==> src/rtl/dqs_pd_pkg.sv <==
// Shared types and helpers for the DQS multi-lane pattern detector.
//   state_e    : controller states
//   clamp_len(): maps a requested pattern length onto the legal range [2, max_len]
package dqs_pd_pkg;

    typedef enum logic [1:0] {
        IDLE   = 2'd0,
        FILL   = 2'd1,
        SEARCH = 2'd2,
        DONE   = 2'd3
    } state_e;

    // Wide enough that the skew counter can pass the largest 4-bit window.
    localparam int unsigned SKEW_CNT_W = 5;

    function automatic int unsigned clamp_len(input int unsigned len,
                                              input int unsigned max_len);
        if (len < 2) begin
            return 2;
        end else if (len > max_len) begin
            return max_len;
        end else begin
            return len;
        end
    endfunction

endpackage

==> src/rtl/dqs_multilane_pattern_detector_lane.sv <==
// Per-lane matcher: shift register of sampled DQS bits, compare of the
// youngest len_i bits against the pattern, sticky match flag and a one-cycle
// detect pulse.
//   clk_i     : clock
//   clr_i     : synchronous clear (reset or disable)
//   load_i    : start of a new fill; clears shift register and flag
//   shift_i   : shift dqs_i in this cycle
//   search_i  : compare enabled this cycle
//   lane_en_i : lane participates in the current search
//   pat_i     : latched pattern, LSB-aligned
//   len_i     : latched, already clamped pattern length
//   dqs_i     : sampled DQS bit for this lane
//   flag_o    : sticky "this lane has matched" flag
//   det_o     : one-cycle detect pulse
module dqs_lane_matcher
    import dqs_pd_pkg::*;
#(
    parameter int unsigned MAX_PAT_LEN = 16,
    parameter int unsigned LW          = 5
) (
    input  logic                   clk_i,
    input  logic                   clr_i,
    input  logic                   load_i,
    input  logic                   shift_i,
    input  logic                   search_i,
    input  logic                   lane_en_i,
    input  logic [MAX_PAT_LEN-1:0] pat_i,
    input  logic [LW-1:0]          len_i,
    input  logic                   dqs_i,
    output logic                   flag_o,
    output logic                   det_o
);

    logic [MAX_PAT_LEN-1:0] sr_q, sr_d;
    logic [MAX_PAT_LEN-1:0] len_mask;
    logic                   flag_q, flag_d;
    logic                   det_q, det_d;
    logic                   match;

    always_comb begin
        len_mask = '0;
        for (int i = 0; i < int'(MAX_PAT_LEN); i++) begin
            len_mask[i] = (i < int'(len_i));
        end
        match = (((sr_q ^ pat_i) & len_mask) == '0);

        sr_d   = sr_q;
        det_d  = search_i & lane_en_i & match & ~flag_q;
        flag_d = flag_q | det_d;
        if (shift_i) begin
            sr_d = {sr_q[MAX_PAT_LEN-2:0], dqs_i};
        end
        if (load_i) begin
            sr_d   = '0;
            flag_d = 1'b0;
            det_d  = 1'b0;
        end
    end

    always_ff @(posedge clk_i) begin
        if (clr_i) begin
            sr_q   <= '0;
            flag_q <= 1'b0;
            det_q  <= 1'b0;
        end else begin
            sr_q   <= sr_d;
            flag_q <= flag_d;
            det_q  <= det_d;
        end
    end

    assign flag_o = flag_q;
    assign det_o  = det_q;

endmodule

==> src/rtl/dqs_multilane_pattern_detector.sv <==
// Programmable DQS preamble/interamble detector across NUM_LANES byte lanes.
// Settings are latched at arm; each enabled lane matches independently and a
// success pulse is raised only when every enabled lane matched within the
// skew window. Timeout and skew errors end the search with a status pulse.
//   clk_i, reset_i : clock, synchronous active-high reset
//   en_i           : 0 clears to IDLE
//   arm_i          : start search (IDLE only, non-zero lane mask)
//   cont_mode_i    : re-fill and search again after a success
//   pat_i/pat_len_i: pattern (bit[len-1] received first) and its length
//   lane_mask_i    : participating lanes
//   skew_win_i     : max cycles between first and last lane match
//   timeout_i      : cycles from arm before giving up, 0 = never
//   dqs_i          : sampled DQS per lane
//   busy_o         : not IDLE
//   lane_det_o     : per-lane match pulse
//   all_det_o, skew_err_o, timeout_o : one-cycle status pulses
//
// state  | meaning
// IDLE   | waiting for arm
// FILL   | collecting the first len samples, matches suppressed
// SEARCH | comparing every cycle, tracking skew and timeout
// DONE   | one cycle after a status pulse; re-fill or return to IDLE
module dqs_multilane_pattern_detector
    import dqs_pd_pkg::*;
#(
    parameter  int unsigned NUM_LANES   = 2,
    parameter  int unsigned MAX_PAT_LEN = 16,
    parameter  int unsigned TMO_W       = 8,
    localparam int unsigned LW          = $clog2(MAX_PAT_LEN + 1)
) (
    input  logic                   clk_i,
    input  logic                   reset_i,
    input  logic                   en_i,
    input  logic                   arm_i,
    input  logic                   cont_mode_i,
    input  logic [MAX_PAT_LEN-1:0] pat_i,
    input  logic [LW-1:0]          pat_len_i,
    input  logic [NUM_LANES-1:0]   lane_mask_i,
    input  logic [3:0]             skew_win_i,
    input  logic [TMO_W-1:0]       timeout_i,
    input  logic [NUM_LANES-1:0]   dqs_i,
    output logic                   busy_o,
    output logic [NUM_LANES-1:0]   lane_det_o,
    output logic                   all_det_o,
    output logic                   skew_err_o,
    output logic                   timeout_o
);

    state_e                  state_q, state_d;
    logic [MAX_PAT_LEN-1:0]  pat_q, pat_d;
    logic [LW-1:0]           len_q, len_d;
    logic [NUM_LANES-1:0]    mask_q, mask_d;
    logic [3:0]              win_q, win_d;
    logic [TMO_W-1:0]        tmo_lim_q, tmo_lim_d;
    logic                    cont_q, cont_d;
    logic [LW-1:0]           fill_cnt_q, fill_cnt_d;
    logic [SKEW_CNT_W-1:0]   skew_cnt_q, skew_cnt_d;
    logic [TMO_W-1:0]        tmo_cnt_q, tmo_cnt_d;
    logic                    all_det_q, all_det_d;
    logic                    skew_err_q, skew_err_d;
    logic                    timeout_q, timeout_d;

    logic                    clr, load, shift, search;
    logic [NUM_LANES-1:0]    lane_flag;
    logic [NUM_LANES-1:0]    masked_flags;
    logic                    any_flag, all_flags;
    logic [TMO_W-1:0]        tmo_nxt;
    logic [SKEW_CNT_W-1:0]   skew_nxt;
    logic                    tmo_hit;
    logic                    in_win;

    assign clr    = reset_i | ~en_i;
    assign shift  = (state_q == FILL) || (state_q == SEARCH);
    assign search = (state_q == SEARCH);

    for (genvar l = 0; l < int'(NUM_LANES); l++) begin : g_lane
        dqs_lane_matcher #(
            .MAX_PAT_LEN (MAX_PAT_LEN),
            .LW          (LW)
        ) u_lane (
            .clk_i     (clk_i),
            .clr_i     (clr),
            .load_i    (load),
            .shift_i   (shift),
            .search_i  (search),
            .lane_en_i (mask_q[l]),
            .pat_i     (pat_q),
            .len_i     (len_q),
            .dqs_i     (dqs_i[l]),
            .flag_o    (lane_flag[l]),
            .det_o     (lane_det_o[l])
        );
    end

    always_comb begin
        state_d    = state_q;
        pat_d      = pat_q;
        len_d      = len_q;
        mask_d     = mask_q;
        win_d      = win_q;
        tmo_lim_d  = tmo_lim_q;
        cont_d     = cont_q;
        fill_cnt_d = fill_cnt_q;
        skew_cnt_d = skew_cnt_q;
        tmo_cnt_d  = tmo_cnt_q;
        all_det_d  = 1'b0;
        skew_err_d = 1'b0;
        timeout_d  = 1'b0;
        load       = 1'b0;

        masked_flags = lane_flag & mask_q;
        any_flag     = |masked_flags;
        all_flags    = (masked_flags == mask_q);
        // Counters hold at all-ones instead of wrapping.
        tmo_nxt      = (tmo_cnt_q == '1) ? tmo_cnt_q : tmo_cnt_q + TMO_W'(1);
        skew_nxt     = (skew_cnt_q == '1) ? skew_cnt_q : skew_cnt_q + SKEW_CNT_W'(1);
        // tmo_cnt_q counts edges since arm; the pulse lands on edge number timeout.
        tmo_hit      = (tmo_lim_q != '0) && (tmo_nxt == tmo_lim_q);
        in_win       = (skew_cnt_q <= {1'b0, win_q});

        case (state_q)
            IDLE: begin
                if (arm_i && (lane_mask_i != '0)) begin
                    pat_d      = pat_i;
                    len_d      = LW'(clamp_len(32'(pat_len_i), MAX_PAT_LEN));
                    mask_d     = lane_mask_i;
                    win_d      = skew_win_i;
                    tmo_lim_d  = timeout_i;
                    cont_d     = cont_mode_i;
                    fill_cnt_d = '0;
                    skew_cnt_d = '0;
                    tmo_cnt_d  = '0;
                    load       = 1'b1;
                    state_d    = FILL;
                end
            end
            FILL: begin
                tmo_cnt_d  = tmo_nxt;
                fill_cnt_d = fill_cnt_q + LW'(1);
                if (fill_cnt_d >= len_q) begin
                    state_d = SEARCH;
                end
                if (tmo_hit) begin
                    timeout_d = 1'b1;
                    state_d   = DONE;
                end
            end
            SEARCH: begin
                tmo_cnt_d  = tmo_nxt;
                // Held at 0 until the first flag is visible, so it reads 0 on
                // the edge that flag set.
                skew_cnt_d = any_flag ? skew_nxt : '0;
                if (any_flag && all_flags && in_win) begin
                    all_det_d = 1'b1;
                    state_d   = DONE;
                end else if (any_flag && !in_win) begin
                    skew_err_d = 1'b1;
                    state_d    = DONE;
                end else if (tmo_hit) begin
                    timeout_d = 1'b1;
                    state_d   = DONE;
                end
            end
            DONE: begin
                // all_det_q is high exactly during the DONE cycle of a success.
                if (cont_q && all_det_q) begin
                    fill_cnt_d = '0;
                    skew_cnt_d = '0;
                    tmo_cnt_d  = '0;
                    load       = 1'b1;
                    state_d    = FILL;
                end else begin
                    state_d = IDLE;
                end
            end
            default: state_d = IDLE;
        endcase
    end

    always_ff @(posedge clk_i) begin
        if (clr) begin
            state_q    <= IDLE;
            pat_q      <= '0;
            len_q      <= '0;
            mask_q     <= '0;
            win_q      <= '0;
            tmo_lim_q  <= '0;
            cont_q     <= 1'b0;
            fill_cnt_q <= '0;
            skew_cnt_q <= '0;
            tmo_cnt_q  <= '0;
            all_det_q  <= 1'b0;
            skew_err_q <= 1'b0;
            timeout_q  <= 1'b0;
        end else begin
            state_q    <= state_d;
            pat_q      <= pat_d;
            len_q      <= len_d;
            mask_q     <= mask_d;
            win_q      <= win_d;
            tmo_lim_q  <= tmo_lim_d;
            cont_q     <= cont_d;
            fill_cnt_q <= fill_cnt_d;
            skew_cnt_q <= skew_cnt_d;
            tmo_cnt_q  <= tmo_cnt_d;
            all_det_q  <= all_det_d;
            skew_err_q <= skew_err_d;
            timeout_q  <= timeout_d;
        end
    end

    assign busy_o     = (state_q != IDLE);
    assign all_det_o  = all_det_q;
    assign skew_err_o = skew_err_q;
    assign timeout_o  = timeout_q;

endmodule
==> config.mk <==
export PLATFORM = sky130hd
export DESIGN_NAME = dqs_multilane_pattern_detector
export DESIGN_NICKNAME = d
export VERILOG_FILES = /design/src/rtl/dqs_pd_pkg.sv /design/src/rtl/dqs_multilane_pattern_detector_lane.sv /design/src/rtl/dqs_multilane_pattern_detector.sv
export SDC_FILE = /design/constraint.sdc
export NUM_CORES = 1
export LEC_CHECK = 0
export CORE_ASPECT_RATIO = 1.5
export CORE_MARGIN = 8
export CORE_UTILIZATION = 45
export CTS_CLUSTER_SIZE = 12
export DETAILED_ROUTE_END_ITERATION = 12
export PLACE_DENSITY = 0.64
export SYNTH_ARGS = -nofsm -noshare
export SYNTH_HDL_FRONTEND = slang
export SYNTH_SLANG_ARGS = --single-unit
==> constraint.sdc <==
create_clock -name clk_i -period 2.9 [get_ports clk_i]
set_input_delay 0.435 -clock clk_i [delete_from_list [all_inputs] [get_ports clk_i]]
set_output_delay 0.435 -clock clk_i [all_outputs]
set_load 0.005 [all_outputs]
==> flow_metrics.py <==
metrics = {
    "routing": {
        "drt_pass1_iterations": 4,
        "post-route-drc-count": 0,
        "drtAntennaViolNets": 0,
        "drt_iter0_markers": 173,
        "drt_wl_total_um": 13000,
        "vias": 4392,
        "viasPerCell": 5.50,
        "avgRoutedWirePerCell_um": 16.2,
    },
    "cells_and_area": {
        "fillCellCount": 1052,
        "syn_to_final_growth_pct": 18.4,
        "design_area_um2": 5930,
        "nets": 707,
        "utilization": 0.542,
        "antenna_cells": 0,
        "final_cells": 798,
        "drive_above_1_share": 0.0568,
    },
    "clocking": {
        "clk_pin_slew_ns": 0.07,
        "cts.sinks": 95,
        "postCtsHoldBufs": 0,
        "cts_resized": 0,
        "insertion_delay_ns": 0.35,
        "post_cts_buffers": 0,
        "cts_buffer_depth": 2,
        "cts-root-buf": "clkbuf_16",
        "cts_max_level": 3,
        "numCtsBuffers": 9,
        "tritoncts": "done",
    },
    "power_and_ir_drop": {
        "power.leakage_nw": 2.10,
        "p_clk_frac": 0.436,
        "power.switching_mw": 0.700,
        "p_int_mw": 2.24,
        "pwr-share-comb": 0.106,
        "power.density_nw_per_um2": 496,
        "power_mw": 2.94,
        "ir_drop_v": 0.000288,
        "swShare": 0.238,
        "seq_power_share": 0.457,
    },
    "yosys": {
        "synth_ff_type": "dfxtp_1",
        "syn_nets": 674,
        "avgSynthCellArea_um2": 8.16,
        "ys_types": 57,
        "async_flop_share": 0,
        "synth_edf_count": 0,
        "yosysSeqAreaShare": 0.380,
        "ys_seq_elements": 95,
        "syn_area_um2": 5010,
        "yosysWarnings": 0,
        "netlist_instances": 614,
    },
    "worst_setup_path": {
        "critPathSlowestCell": "a211oi_1",
        "reg2reg_from": "tmo_cnt_q[0]$_SDFFE_PP0P_",
        "worst-endpoint-required_ns": 3.18,
        "r2r_cells": 8,
        "endpoint_kind": "register",
        "crit_type": "register to register",
        "critPathMaxFanout": 7,
        "r2r_end": "state_q[1]$_SDFFE_PP0P_",
        "crit_path_max_incr_delay_ns": 0.48,
        "crit_arrival_ns": 2.68,
        "reg2reg_slack_ns": 0.50,
        "crit_chain": "ha_1, and3_1, a211oi_1, a21oi_1, nor4_1, nand4_1, a21oi_1, mux2i_1",
        "crit_path_frequent_cell": "a21oi_1",
        "start_kind": "register",
    },
    "die": {
        "die_w_um": 102,
        "core_um2": 10900,
        "fp.dieH_um": 145,
        "start_util": 0.458,
        "die-area_um2": 14800,
        "rows": 47,
        "io_pins": 48,
    },
    "sta": {
        "rsz0062_at_grt": "false",
        "fmax_ghz": 0.416,
        "relSlewSlack": 0.457,
        "period_minus_slack_ns": 2.40,
        "fin_tns_setup_ns": 0,
        "worst_slew_pin_slew_ns": 0.814,
        "fin_hold_ws_ns": 0.460,
        "fin_crit_sh": 0.828,
        "setup_viol": 0,
        "drv_slew": 0,
        "fin_ws_ns": 0.498,
        "hold_viol": 0,
        "skew_ns": 0.00692,
    },
    "placed_design": {
        "placement.io_buffers": 47,
        "place.gp.congestion": 0.909,
        "pre_cts_slack_ns": 0.310,
        "dp_cells": 783,
        "hpwlAfterDp_um": 9640,
        "placed_area_um2": 5610,
    },
    "grt": {
        "grt_pass1_wl_um": 21200,
        "grt-ovfl-total": 0,
        "grt_max_degree": 39,
        "grt_pass1_vias": 4314,
        "grt_use_met2": 0.331,
        "met1_usage": 0.184,
        "antenna_found_initial": 0,
        "grt_busiest_layer": "met2",
        "met3_usage": 0.0307,
        "grt_use_total": 0.181,
    },
    "run_status": {
        "status": "finished clean",
    },
    "worst_hold_path": {
        "whs_endpoint": "win_q[3]$_SDFFE_PP0P_",
        "hold_depth": 2,
        "hold_class": "register to register",
        "hold_start": "win_q[3]$_SDFFE_PP0P_",
    },
    "run": {
        "cap_violations": 0,
    },
}
==> cell families (layout without fill, tap and decap cells) <==
logic type | count (synthesis) | in the layout | synth area share
muxes | 36 | 36 | 0.0722
adders and majority gates | 20 | 20 | 0.0490
AOI/OAI and AO/OA | 140 | 140 | 0.165
and+or+nand+nor | 231 | 231 | 0.214
buffers and inverters | 50 | 87 | 0.0460
xor gates and xnor gates | 42 | 42 | 0.0735
DFF | 95 | 95 | 0.380
==> power groups by stage <==
stage | logic (mW) | registers, mW | clock network (mW)
2_1_floorplan | 0.193 | 1.36 | 0
3_3_place_gp | 0.310 | 1.37 | 0
3_5_place_dp | 0.314 | 1.37 | 0
4_1_cts | 0.316 | 1.34 | 1.32
5_1_grt | 0.344 | 1.34 | 1.36
6_report | 0.313 | 1.34 | 1.28
==> per-layer routing <==
| layer | part of all wire | routed length, µm |
|---|---|---|
| met5 | 0 | 0 |
| met4 | 0.038 | 498 |
| met3 | 0.032 | 421 |
| met2 | 0.53 | 6920 |
| met1 | 0.39 | 5120 |
==> synthesized netlist by cell type, drive strengths merged (3+ instances only) <==
master / n / area, µm²
nand2b: 7 / 43.8
a22oi: 3 / 22.5
a21o: 3 / 22.5
a31oi: 5 / 31.3
dfxtp: 95 / 1900
mux2i: 35 / 350
nor2: 56 / 210
and3: 7 / 43.8
or2: 4 / 25.0
ha: 18 / 225
nand2: 95 / 364
nor4b: 3 / 26.3
nand3: 19 / 95.1
a21oi: 68 / 340
nand3b: 4 / 30.0
clkbuf: 22 / 82.6
xor2: 20 / 175
xnor2: 22 / 193
o21ai: 24 / 120
or4: 3 / 26.3
or3: 3 / 18.8
o22ai: 9 / 56.3
nor3: 8 / 40.0
nor4: 4 / 25.0
nand4: 4 / 25.0
inv: 14 / 57.6
a211oi: 6 / 45.0
buf: 13 / 81.3
nor2b: 7 / 43.8
==> state kept, by name, summed over array words and instances (netlist names), 2 cells and up <==
register,cells
skew_cnt_q,5
g_lane.u_lane.flag_o,2
len_q,5
mask_q,2
tmo_cnt_q,8
win_q,4
fill_cnt_q,5
tmo_lim_q,8
g_lane.u_lane.det_o,2
state_q,2
pat_q,16
g_lane.u_lane.sr_q,32
==> how the worst max path moves through the flow <==
stage | from | endpoint
after floorplan | tmo_cnt_q[0]$_SDFFE_PP0P_ | state_q[0]$_SDFFE_PP0P_
after global placement | lane_mask_i[0] | tmo_cnt_q[0]$_SDFFE_PP0P_
after detailed placement | lane_mask_i[0] | skew_cnt_q[0]$_SDFFE_PP0P_
after CTS | tmo_cnt_q[0]$_SDFFE_PP0P_ | state_q[1]$_SDFFE_PP0P_
after global routing | tmo_cnt_q[0]$_SDFFE_PP0P_ | state_q[1]$_SDFFE_PP0P_
final | tmo_cnt_q[0]$_SDFFE_PP0P_ | state_q[1]$_SDFFE_PP0P_
==> final cells by class <==
class / instances / area, µm² / area share
multi-input cells: 469 / 2880 / 0.486
well taps: 147 / 184 / 0.0310
clock inverters: 5 / 82.6 / 0.0139
flip-flops and latches: 95 / 1900 / 0.321
clock buffers: 10 / 239 / 0.0403
repair buffers: 57 / 571 / 0.0963
inverters: 15 / 66.3 / 0.0112
==> critical path, delay by kind of cell (launching register included) <==
family,cells,cell delay [ns]
mux,1,0.20
simple gates,3,0.72
compound gates,3,0.82
fa+ha+maj,1,0.23
flops,1,0.37
==> cells in the final DEF, fill, tap and decap left out, types with 17 or more instances in the layout <==
master | netlist | routed
xnor2_1 | 22 | 22
nand3_1 | 19 | 19
mux2i_1 | 35 | 35
clkdlybuf4s50_1 | 0 | 47
ha_1 | 18 | 17
nand2_1 | 94 | 94
nor2_1 | 56 | 55
dfxtp_1 | 95 | 95
a21oi_1 | 68 | 68
xor2_1 | 20 | 20
o21ai_0 | 24 | 24
Power figures use the tool's default switching activity.
